`config.mk`:
```
export PLATFORM = sky130hd
export DESIGN_NAME = msrh_l1d_rd_arbiter
export DESIGN_NICKNAME = d
export VERILOG_FILES = /design/src/rtl/msrh_l1d_rd_arbiter_pkg.sv /design/src/rtl/msrh_l1d_rd_arbiter_rr_pick_oh.sv /design/src/rtl/msrh_l1d_rd_arbiter.sv
export SDC_FILE = /design/constraint.sdc
export NUM_CORES = 1
export LEC_CHECK = 0
export CORE_AREA = 2 2 241 243
export DETAILED_ROUTE_END_ITERATION = 6
export DIE_AREA = 0 0 243 245
export GPL_ROUTABILITY_DRIVEN = 1
export HOLD_SLACK_MARGIN = 0.03
export PLACE_DENSITY = 0.39
export SLEW_MARGIN = 30
export SYNTH_ARGS = -nofsm -noshare
export SYNTH_HDL_FRONTEND = slang
export SYNTH_SLANG_ARGS = --single-unit
```
`constraint.sdc`:
```
create_clock -name i_clk -period 2.8 [get_ports i_clk]
set_clock_uncertainty 0.2 [all_clocks]
set_input_delay 0.56 -clock i_clk [delete_from_list [all_inputs] [get_ports i_clk]]
set_output_delay 0.56 -clock i_clk [all_outputs]
set_load 0.005 [all_outputs]
```
`src/rtl/msrh_l1d_rd_arbiter_pkg.sv`:
```
// rtl/msrh_l1d_rd_arbiter_pkg.sv - L1D read-port arbiter shared types and widths
package msrh_l1d_rd_arbiter_pkg;

    localparam int PADDR_W       = 56;
    localparam int DCACHE_DATA_W = 64;
    localparam int DCACHE_WAYS   = 4;
    localparam int DCACHE_WAY_W  = $clog2(DCACHE_WAYS);

    typedef struct packed {
        logic [PADDR_W-1:0] paddr;
        logic               h_pri;
    } l1d_rd_req_t;

    typedef struct packed {
        logic                     hit;
        logic                     miss;
        logic                     conflict;
        logic [DCACHE_DATA_W-1:0] data;
        logic                     replace_valid;
        logic [DCACHE_WAY_W-1:0]  replace_way;
        logic [DCACHE_DATA_W-1:0] replace_data;
        logic [PADDR_W-1:0]       replace_paddr;
    } l1d_rd_resp_t;

endpackage

```
`src/rtl/msrh_l1d_rd_arbiter_rr_pick_oh.sv`:
```
// rtl/msrh_l1d_rd_arbiter_rr_pick_oh.sv - round-robin one-hot picker scanning upward from ptr with wrap
module msrh_rr_pick_oh #(
    parameter int N     = 3,
    parameter int IDX_W = $clog2(N)
) (
    input  logic [N-1:0]     req,
    input  logic [IDX_W-1:0] ptr,
    output logic [N-1:0]     grant_oh
);

    logic [N-1:0] hi_mask;
    logic [N-1:0] masked;
    logic [N-1:0] src;
    logic         found;

    // Requests at or above ptr take precedence; otherwise the scan wraps to index 0.
    always_comb begin
        hi_mask = '0;
        for (int i = 0; i < N; i++) begin
            hi_mask[i] = (IDX_W'(i) >= ptr);
        end
        masked = req & hi_mask;
        src    = (|masked) ? masked : req;
    end

    always_comb begin
        grant_oh = '0;
        found    = 1'b0;
        for (int i = 0; i < N; i++) begin
            if (src[i] && !found) begin
                grant_oh[i] = 1'b1;
                found       = 1'b1;
            end
        end
    end

endmodule

```
`src/rtl/msrh_l1d_rd_arbiter.sv`:
```
// rtl/msrh_l1d_rd_arbiter.sv - shares the L1D read port: h_pri, starvation, round-robin grant with s1 routing
module msrh_l1d_rd_arbiter
    import msrh_l1d_rd_arbiter_pkg::*;
#(
    parameter int REQ_N      = 3,
    parameter int STARVE_MAX = 7,
    parameter int CNT_W      = $clog2(STARVE_MAX + 1)
) (
    input  logic                                 i_clk,
    input  logic                                 i_reset_n,

    input  logic [REQ_N-1:0]                     i_req_valid,
    input  logic [REQ_N-1:0][PADDR_W-1:0]        i_req_paddr,
    input  logic [REQ_N-1:0]                     i_req_h_pri,
    output logic [REQ_N-1:0]                     o_req_ready,

    output logic [REQ_N-1:0]                     o_resp_valid,
    output logic                                 o_resp_hit,
    output logic                                 o_resp_miss,
    output logic                                 o_resp_conflict,
    output logic [DCACHE_DATA_W-1:0]             o_resp_data,
    output logic                                 o_resp_replace_valid,
    output logic [DCACHE_WAY_W-1:0]              o_resp_replace_way,
    output logic [DCACHE_DATA_W-1:0]             o_resp_replace_data,
    output logic [PADDR_W-1:0]                   o_resp_replace_paddr,

    output logic                                 o_l1d_s0_valid,
    output logic [PADDR_W-1:0]                   o_l1d_s0_paddr,
    output logic                                 o_l1d_s0_h_pri,

    input  logic                                 i_l1d_s1_hit,
    input  logic                                 i_l1d_s1_miss,
    input  logic                                 i_l1d_s1_conflict,
    input  logic [DCACHE_DATA_W-1:0]             i_l1d_s1_data,
    input  logic                                 i_l1d_s1_replace_valid,
    input  logic [DCACHE_WAY_W-1:0]              i_l1d_s1_replace_way,
    input  logic [DCACHE_DATA_W-1:0]             i_l1d_s1_replace_data,
    input  logic [PADDR_W-1:0]                   i_l1d_s1_replace_paddr
);

    localparam int IDX_W = $clog2(REQ_N);

    logic [IDX_W-1:0] r_rr_ptr;
    logic [CNT_W-1:0] r_starve_cnt [REQ_N];
    logic             r_s1_valid;
    logic [IDX_W-1:0] r_s1_idx;

    logic [REQ_N-1:0] hpri_req;
    logic [REQ_N-1:0] starve_req;
    logic [REQ_N-1:0] hpri_oh;
    logic [REQ_N-1:0] starve_oh;
    logic [REQ_N-1:0] rr_oh;
    logic [REQ_N-1:0] grant_oh;
    logic [IDX_W-1:0] grant_idx;
    logic             grant_any;
    logic             hpri_found;
    logic             starve_found;

    l1d_rd_req_t      req_arr [REQ_N];
    l1d_rd_req_t      s0_req;
    l1d_rd_resp_t     s1_resp;

    always_comb begin
        for (int i = 0; i < REQ_N; i++) begin
            req_arr[i].paddr = i_req_paddr[i];
            req_arr[i].h_pri = i_req_h_pri[i];
        end
    end

    // Tier candidates: lowest index wins within the h_pri and starved tiers.
    always_comb begin
        hpri_req     = i_req_valid & i_req_h_pri;
        starve_req   = '0;
        hpri_oh      = '0;
        starve_oh    = '0;
        hpri_found   = 1'b0;
        starve_found = 1'b0;
        for (int i = 0; i < REQ_N; i++) begin
            starve_req[i] = i_req_valid[i] && (r_starve_cnt[i] == CNT_W'(STARVE_MAX));
        end
        for (int i = 0; i < REQ_N; i++) begin
            if (hpri_req[i] && !hpri_found) begin
                hpri_oh[i] = 1'b1;
                hpri_found = 1'b1;
            end
            if (starve_req[i] && !starve_found) begin
                starve_oh[i] = 1'b1;
                starve_found = 1'b1;
            end
        end
    end

    msrh_rr_pick_oh #(
        .N     (REQ_N),
        .IDX_W (IDX_W)
    ) u_rr_pick (
        .req      (i_req_valid),
        .ptr      (r_rr_ptr),
        .grant_oh (rr_oh)
    );

    always_comb begin
        if (|hpri_req) begin
            grant_oh = hpri_oh;
        end else if (|starve_req) begin
            grant_oh = starve_oh;
        end else begin
            grant_oh = rr_oh;
        end
    end

    always_comb begin
        grant_idx = '0;
        s0_req    = '0;
        for (int i = 0; i < REQ_N; i++) begin
            if (grant_oh[i]) begin
                grant_idx = IDX_W'(i);
                s0_req    = req_arr[i];
            end
        end
    end

    assign grant_any      = |grant_oh;
    assign o_req_ready    = grant_oh;
    assign o_l1d_s0_valid = grant_any;
    assign o_l1d_s0_paddr = s0_req.paddr;
    assign o_l1d_s0_h_pri = s0_req.h_pri;

    always_ff @(posedge i_clk or negedge i_reset_n) begin
        if (!i_reset_n) begin
            r_rr_ptr <= '0;
        end else if (grant_any) begin
            r_rr_ptr <= (grant_idx == IDX_W'(REQ_N - 1)) ? '0 : grant_idx + 1'b1;
        end
    end

    // Denied requesters age toward the starved tier; a grant or a dropped request clears the age.
    always_ff @(posedge i_clk or negedge i_reset_n) begin
        if (!i_reset_n) begin
            for (int i = 0; i < REQ_N; i++) begin
                r_starve_cnt[i] <= '0;
            end
        end else begin
            for (int i = 0; i < REQ_N; i++) begin
                if (i_req_valid[i] && !grant_oh[i]) begin
                    if (r_starve_cnt[i] != CNT_W'(STARVE_MAX)) begin
                        r_starve_cnt[i] <= r_starve_cnt[i] + 1'b1;
                    end
                end else begin
                    r_starve_cnt[i] <= '0;
                end
            end
        end
    end

    always_ff @(posedge i_clk or negedge i_reset_n) begin
        if (!i_reset_n) begin
            r_s1_valid <= 1'b0;
            r_s1_idx   <= '0;
        end else begin
            r_s1_valid <= grant_any;
            r_s1_idx   <= grant_idx;
        end
    end

    always_comb begin
        for (int i = 0; i < REQ_N; i++) begin
            o_resp_valid[i] = r_s1_valid && (r_s1_idx == IDX_W'(i));
        end
    end

    // Slave results are broadcast untouched; consumers qualify them with o_resp_valid.
    always_comb begin
        s1_resp.hit           = i_l1d_s1_hit;
        s1_resp.miss          = i_l1d_s1_miss;
        s1_resp.conflict      = i_l1d_s1_conflict;
        s1_resp.data          = i_l1d_s1_data;
        s1_resp.replace_valid = i_l1d_s1_replace_valid;
        s1_resp.replace_way   = i_l1d_s1_replace_way;
        s1_resp.replace_data  = i_l1d_s1_replace_data;
        s1_resp.replace_paddr = i_l1d_s1_replace_paddr;
    end

    assign o_resp_hit           = s1_resp.hit;
    assign o_resp_miss          = s1_resp.miss;
    assign o_resp_conflict      = s1_resp.conflict;
    assign o_resp_data          = s1_resp.data;
    assign o_resp_replace_valid = s1_resp.replace_valid;
    assign o_resp_replace_way   = s1_resp.replace_way;
    assign o_resp_replace_data  = s1_resp.replace_data;
    assign o_resp_replace_paddr = s1_resp.replace_paddr;

    a_ready_onehot0: assert property (@(posedge i_clk) disable iff (!i_reset_n)
        $onehot0(o_req_ready));
    a_resp_onehot0: assert property (@(posedge i_clk) disable iff (!i_reset_n)
        $onehot0(o_resp_valid));
    a_no_grant_without_valid: assert property (@(posedge i_clk) disable iff (!i_reset_n)
        (o_req_ready & ~i_req_valid) == '0);

endmodule

```
After elaboration in Yosys (flattened, before gate mapping)
Index checks and enable logic that the tools add are counted.

word-level totals
  register bits after elaboration = 14
  input port bits = 366
  output and inout bits = 254
  logic and storage cells = 83

operators by class
  add/sub/neg operators = 4
  $lt $le $gt $ge = 3
  equality and inequality tests = 12
  muxes and demuxes = 27
  bitwise operators = 2
  reduce and logical (&&, ||, !) cells = 29

operators by type and width
  operator             count
  $mux 57              3
  $mux 3               9
  $logic_and 1x1->1    15
  $mux 1               13
  $reduce_or 3->1      4
  $add 3x1->3 const B  3
  $eq 3x3->1 const B   3
  $logic_not 1->1      9
  $ne 3x3->1 const B   3
  $and 3x3->3          2
  $ne 2x1->1 const B   3
  $eq 2x2->1 const B   2
  $ge 1x2->1 const A   2
  $mux 2               2
  $add 2x1->2 const B  1
  $eq 2x1->1 const B   1
  $ge 2x2->1 const A   1
  $logic_not 2->1      1

Longest topological paths before layout
Gate-level depths: netlist (run 1).

  depth in word-level cells = 17
  gate-level depth with buffers = 9
  gate-level depth less buffers = 7

By module
A second synthesis (run 1) with hierarchy kept.

second synthesis, totals
  cell total of the unflattened synthesis = 570
  area, all modules = 4260.3 um2

modules (own cells, without submodules)
  module               instances  cells each  area each (um2)  sequential area each (um2)
  msrh_l1d_rd_arbiter  1          559         4190.3           350.3
  msrh_rr_pick_oh      1          11          70.1             0.0

Worst setup path before layout (run 1)
Ideal clock, no wire load.

  path kind = register to output
  start point = register r_starve_cnt[0] in the netlist's numbering
  end point = output port o_l1d_s0_paddr[25]
  arrival = 1.887 ns
  data required time = 2.040 ns
  slack = 0.153 ns
  cell stages (with the launch flop) = 10
  buffers on the path = 4
  cells stage by stage = dfrtp_1 -> ha_1 -> ha_1 -> buf_2 -> or3_1 -> clkbuf_1 -> buf_6 -> buf_6 -> o211ai_2 -> o221ai_1

between the ends
  cells in the longest elaborated chain, start to end = 8
  elaborated cells between the ends (all ways) = 10
  those cells by class = 1 x eq/ne; 6 x mux; 3 x reduce/logical

RTL lines
  element                          line                        source
  start, declared                  msrh_l1d_rd_arbiter.sv:44   logic [CNT_W-1:0] r_starve_cnt [REQ_N];
  start signal, assigned by index  msrh_l1d_rd_arbiter.sv:147  r_starve_cnt[i] <= r_starve_cnt[i] + 1'b1;
  $eq 3x3->1 (*)                   msrh_l1d_rd_arbiter.sv:79   starve_req[i] = i_req_valid[i] && (r_starve_cnt[i] == CNT_W'(STARVE_MAX));
  $logic_and 1x1->1 (*)            msrh_l1d_rd_arbiter.sv:79
  $reduce_or 3->1                  msrh_l1d_rd_arbiter.sv:105  end else if (|starve_req) begin
  $mux 3 (*)                       msrh_l1d_rd_arbiter.sv:105
  $mux 3 (*)                       msrh_l1d_rd_arbiter.sv:103  if (|hpri_req) begin
  $mux 57 (2 in a row)             msrh_l1d_rd_arbiter.sv:116  if (grant_oh[i]) begin
  $mux 57 (*)                      msrh_l1d_rd_arbiter.sv:116
  end, declared                    msrh_l1d_rd_arbiter.sv:28   output logic [PADDR_W-1:0] o_l1d_s0_paddr,

Mark *: on every way between the ends. The rest lies on a longest branch, timed or not.

Final worst setup path (run 1)
  start point = register r_starve_cnt[3] in the netlist's numbering
  end point = output port o_l1d_s0_paddr[37]

between the ends
  cells in the longest elaborated chain, start to end = 10
  elaborated cells between the ends (all ways) = 14
  those cells by class = 1 x eq/ne; 8 x mux; 5 x reduce/logical

RTL lines
  element                line                        source
  $eq 3x3->1 (*)         msrh_l1d_rd_arbiter.sv:79
  $logic_and 1x1->1 (*)  msrh_l1d_rd_arbiter.sv:79
  $logic_and 1x1->1      msrh_l1d_rd_arbiter.sv:86   if (starve_req[i] && !starve_found) begin
  $mux 1                 msrh_l1d_rd_arbiter.sv:86
  $logic_not 1->1        msrh_l1d_rd_arbiter.sv:86
  $logic_and 1x1->1      msrh_l1d_rd_arbiter.sv:86
  $mux 1                 msrh_l1d_rd_arbiter.sv:86
  $mux 3 (*)             msrh_l1d_rd_arbiter.sv:105
  $mux 3 (*)             msrh_l1d_rd_arbiter.sv:103
  $mux 57 (*)            msrh_l1d_rd_arbiter.sv:116

Marks and branches as above.

==> impl_metrics.ini, run 1 <==
[routing]
via_per_inst = 2.90
num_vias = 4103
met3WireLength_um = 2290
ant_nets = 0
wl_per_cell_um = 16.2
wl_um = 22900
dr_wl_met2_um = 10900
highest_layer = met5
first_pass_iters = 4
wl_met1_um = 8550
drt_iter0_drc = 123
drc = 0

[synth]
syn_avg_cell_area_um2 = 7.74
yosys.area.top_type = buf_4
ys.flop_type = dfrtp_1
synth.top_cells.by_count = buf_4 (196), inv_1 (117), o221ai_1 (40), o211ai_2 (30), o211ai_1 (27)
seq_area_frac_synth = 0.0847
synth_edf_count = 0
synthArstFlopShare = 1.00
synth.top_cells.by_area = buf_4 (36%), inv_1 (11%), o211ai_2 (9.1%)
synth_cell_types = 41
yosys_warnings = 0
synth_cells = 534
ys_seq_elements = 14
synth.most_common_cell = buf_4
syn_nets = 906
syn-cell-area_um2 = 4140
synth.top_cell.area_share = 0.356

[final_layout]
stdcell_count = 1416
synthToLayoutAreaGrowth_pct = 75.2
fillers = 6694
diodes = 0
fin_area_um2 = 7240
utilization = 0.127
layout-drive-gt1-share = 0.401
nets = 1024

[cts]
root_buffer = clkbuf_16
cts_made_buffers = 3
clkLatencyLatePin_ns = 0.25
clock_path_buffers = 2
htree_levels = 1
path_clk_slew_ns = 0.05
hold_buffers = 0
cts_num_sinks = 14
cts_tree = yes

[worst_setup_path]
reg2reg_depth = 13
reg2reg_to = r_starve_cnt[1]$_DFFE_PN0P_
end_kind = output port
required_ns = 2.04
crit_path_cell_trace = ha_2 > ha_4 > a22oi_2 > buf_4 > o2111a_4 > buf_12 > buf_12 > buf_16 > buf_12 > o211ai_2 > o221ai_2 > buf_2
cp_top_family = buffers and inverters
crit_type = reg2out
crit_top_cell = buf_12
r2r_start = r_starve_cnt[3]$_DFFE_PN0P_
reg2reg_setup_slack_ns = 0.29
slowest_stage = dfrtp_1
critPathArrivalTime_ns = 2.38
worst-path-max-fanout = 5
worst-path-buf-inv = 6
slowest_delay_ns = 0.38
worst_setup_path_start_kind = register

[timing]
finalHoldViolations = 0
fin_crit_sh = 1.12
worst_slew_pin_slew_ns = 0.752
rsz0062_at_grt = true
fin_crit_ns = 3.14
setup_viol = 59
drv_slew = 0
fmax_mhz = 319
worst_slack_ns = -0.338
relSlewSlack = 0.497

[floorplan]
start_util = 0.0725
io_pins = 620
std_cell_rows = 88
dieArea_um2 = 59500
coreArea_um2 = 57000
die_height_um = 245
dieWidth_um = 243

[place]
dpl.cell_count = 1357
place_ws_ns = -0.859
io_buffers = 239
dpl_cell_area_um2 = 6290
gp_congestion = 0.772
dp_hpwl_um = 15800

[pwr]
powerDensity_nw_per_um2 = 263
ir_drop_v = 0.000177
p_leak_nw = 3.02

[grt]
grtUsageTotal = 0.0707
grt_pass1_wl_um = 30100
grt_max_degree = 36
grt_pass1_vias = 4276
grt.overflow.total = 0
grt_antenna_before_repair = 2

[run]
max-cap-violations = 0

[min_path]
hold-path-endpoint = r_rr_ptr[0]$_DFFE_PN0P_
hp-class = reg2reg
hold_depth = 1
hp-start = r_rr_ptr[0]$_DFFE_PN0P_

[status]
status = complete, but fails checks
violations = setup timing
-- through the flow --
step / hold slack (ns) / setup TNS [ns] / total power, W
2_1_floorplan: 0.0644 / 0 / 0.000892
3_3_place_gp: 0.353 / -47.83 / 0.00141
3_5_place_dp: 0.359 / -46.68 / 0.00140
4_1_cts: 0.380 / -17.05 / 0.00187
5_1_grt: 0.429 / -20.72 / 0.00204
6_report: 0.398 / -14.02 / 0.00190
-- kinds of logic (layout without fill, tap and decap cells) --
logic type	after synthesis	in the layout	synth area share
AO/OA/AOI/OAI	131	131	0.322
XOR/XNOR	3	3	0.00636
buffers and inverters	347	464	0.512
adder cells (fa/ha/maj)	6	6	0.0182
flip-flops	14	14	0.0847
AND/OR/NAND/NOR	27	27	0.0412
multiplexers	6	6	0.0157
-- what timing repair did --
action | CTS | global route
endpoints found under the setup margin | 61 | 60
pin swaps | 49 | 22
endpoints found under the hold margin | 0 | 0
gates resized for setup | 299 | 52
setup buffers | 37 | 15
gates cloned | 10 | 1
-- cell usage in the layout, fill, tap and decap left out, types with 3 or more instances in the layout --
cell type,netlist,final
clkdlybuf4s50_1,0,174
inv_1,117,116
buf_2,19,56
buf_4,196,47
o221ai_2,17,32
o211ai_1,27,27
o221ai_1,40,24
buf_12,0,24
o211ai_2,30,23
buf_6,7,20
dfrtp_1,14,14
o211ai_4,0,7
buf_16,0,7
and3_1,6,6
buf_8,0,6
nand2_1,4,4
mux2_2,4,4
clkbuf_16,0,4
a22oi_2,2,3
nor3_2,3,3
ha_2,0,3
ha_4,0,3
-- layout make-up --
type	count	area, um2	area share
multi-input combinational	173	1960	0.271
sequential	14	350	0.0484
inverter	119	449	0.0620
clock buffer	4	88.8	0.0123
timing repair buffer	341	3440	0.474
tap	765	957	0.132
-- layer usage --
layer | global-route usage | vias up
met4 | 0.0350 | 4
met2 | 0.116 | 300
li1 | - | 1850
met5 | 0.00572 | -
met3 | 0.0307 | 76
met1 | 0.0772 | 1873
-- power by group --
| part | leakage (nW) | total, W | switching [W] | internal (W) |
|---|---|---|---|---|
| registers | 0.181 | 0.000238 | 0.0000156 | 0.000222 |
| clock network | 0.0442 | 0.000313 | 0.0000955 | 0.000217 |
| logic | 2.79 | 0.00135 | 0.000588 | 0.000763 |
-- worst max path at each step --
stage / endpoint / cells after the start / from
2_1_floorplan: o_l1d_s0_paddr[25] / 9 / r_starve_cnt[0]$_DFFE_PN0P_
3_3_place_gp: o_l1d_s0_paddr[51] / 8 / i_req_valid[2]
3_5_place_dp: o_l1d_s0_paddr[41] / 8 / i_req_valid[2]
4_1_cts: o_l1d_s0_paddr[37] / 12 / r_starve_cnt[4]$_DFFE_PN0P_
5_1_grt: o_l1d_s0_paddr[37] / 12 / r_starve_cnt[3]$_DFFE_PN0P_
6_report: o_l1d_s0_paddr[37] / 12 / r_starve_cnt[3]$_DFFE_PN0P_
-- registers in the layout (all words and copies together), names as in the netlist --
name and count:
r_starve_cnt 9, r_rr_ptr 2, r_s1_idx 2, r_s1_valid 1
No activity file was read; power rests on OpenSTA's default activity.
==> inputs of run 2 (changes only) <==
--- a/config.mk
+++ b/config.mk
@@ -6,6 +6,7 @@
 export NUM_CORES = 1
 export LEC_CHECK = 0
 export CORE_AREA = 2 2 241 243
+export CTS_CLUSTER_DIAMETER = 40
 export DETAILED_ROUTE_END_ITERATION = 6
 export DIE_AREA = 0 0 243 245
 export GPL_ROUTABILITY_DRIVEN = 1
==> results of run 2 <==
Final layout, timing and power as in run 1 (identical DEF).
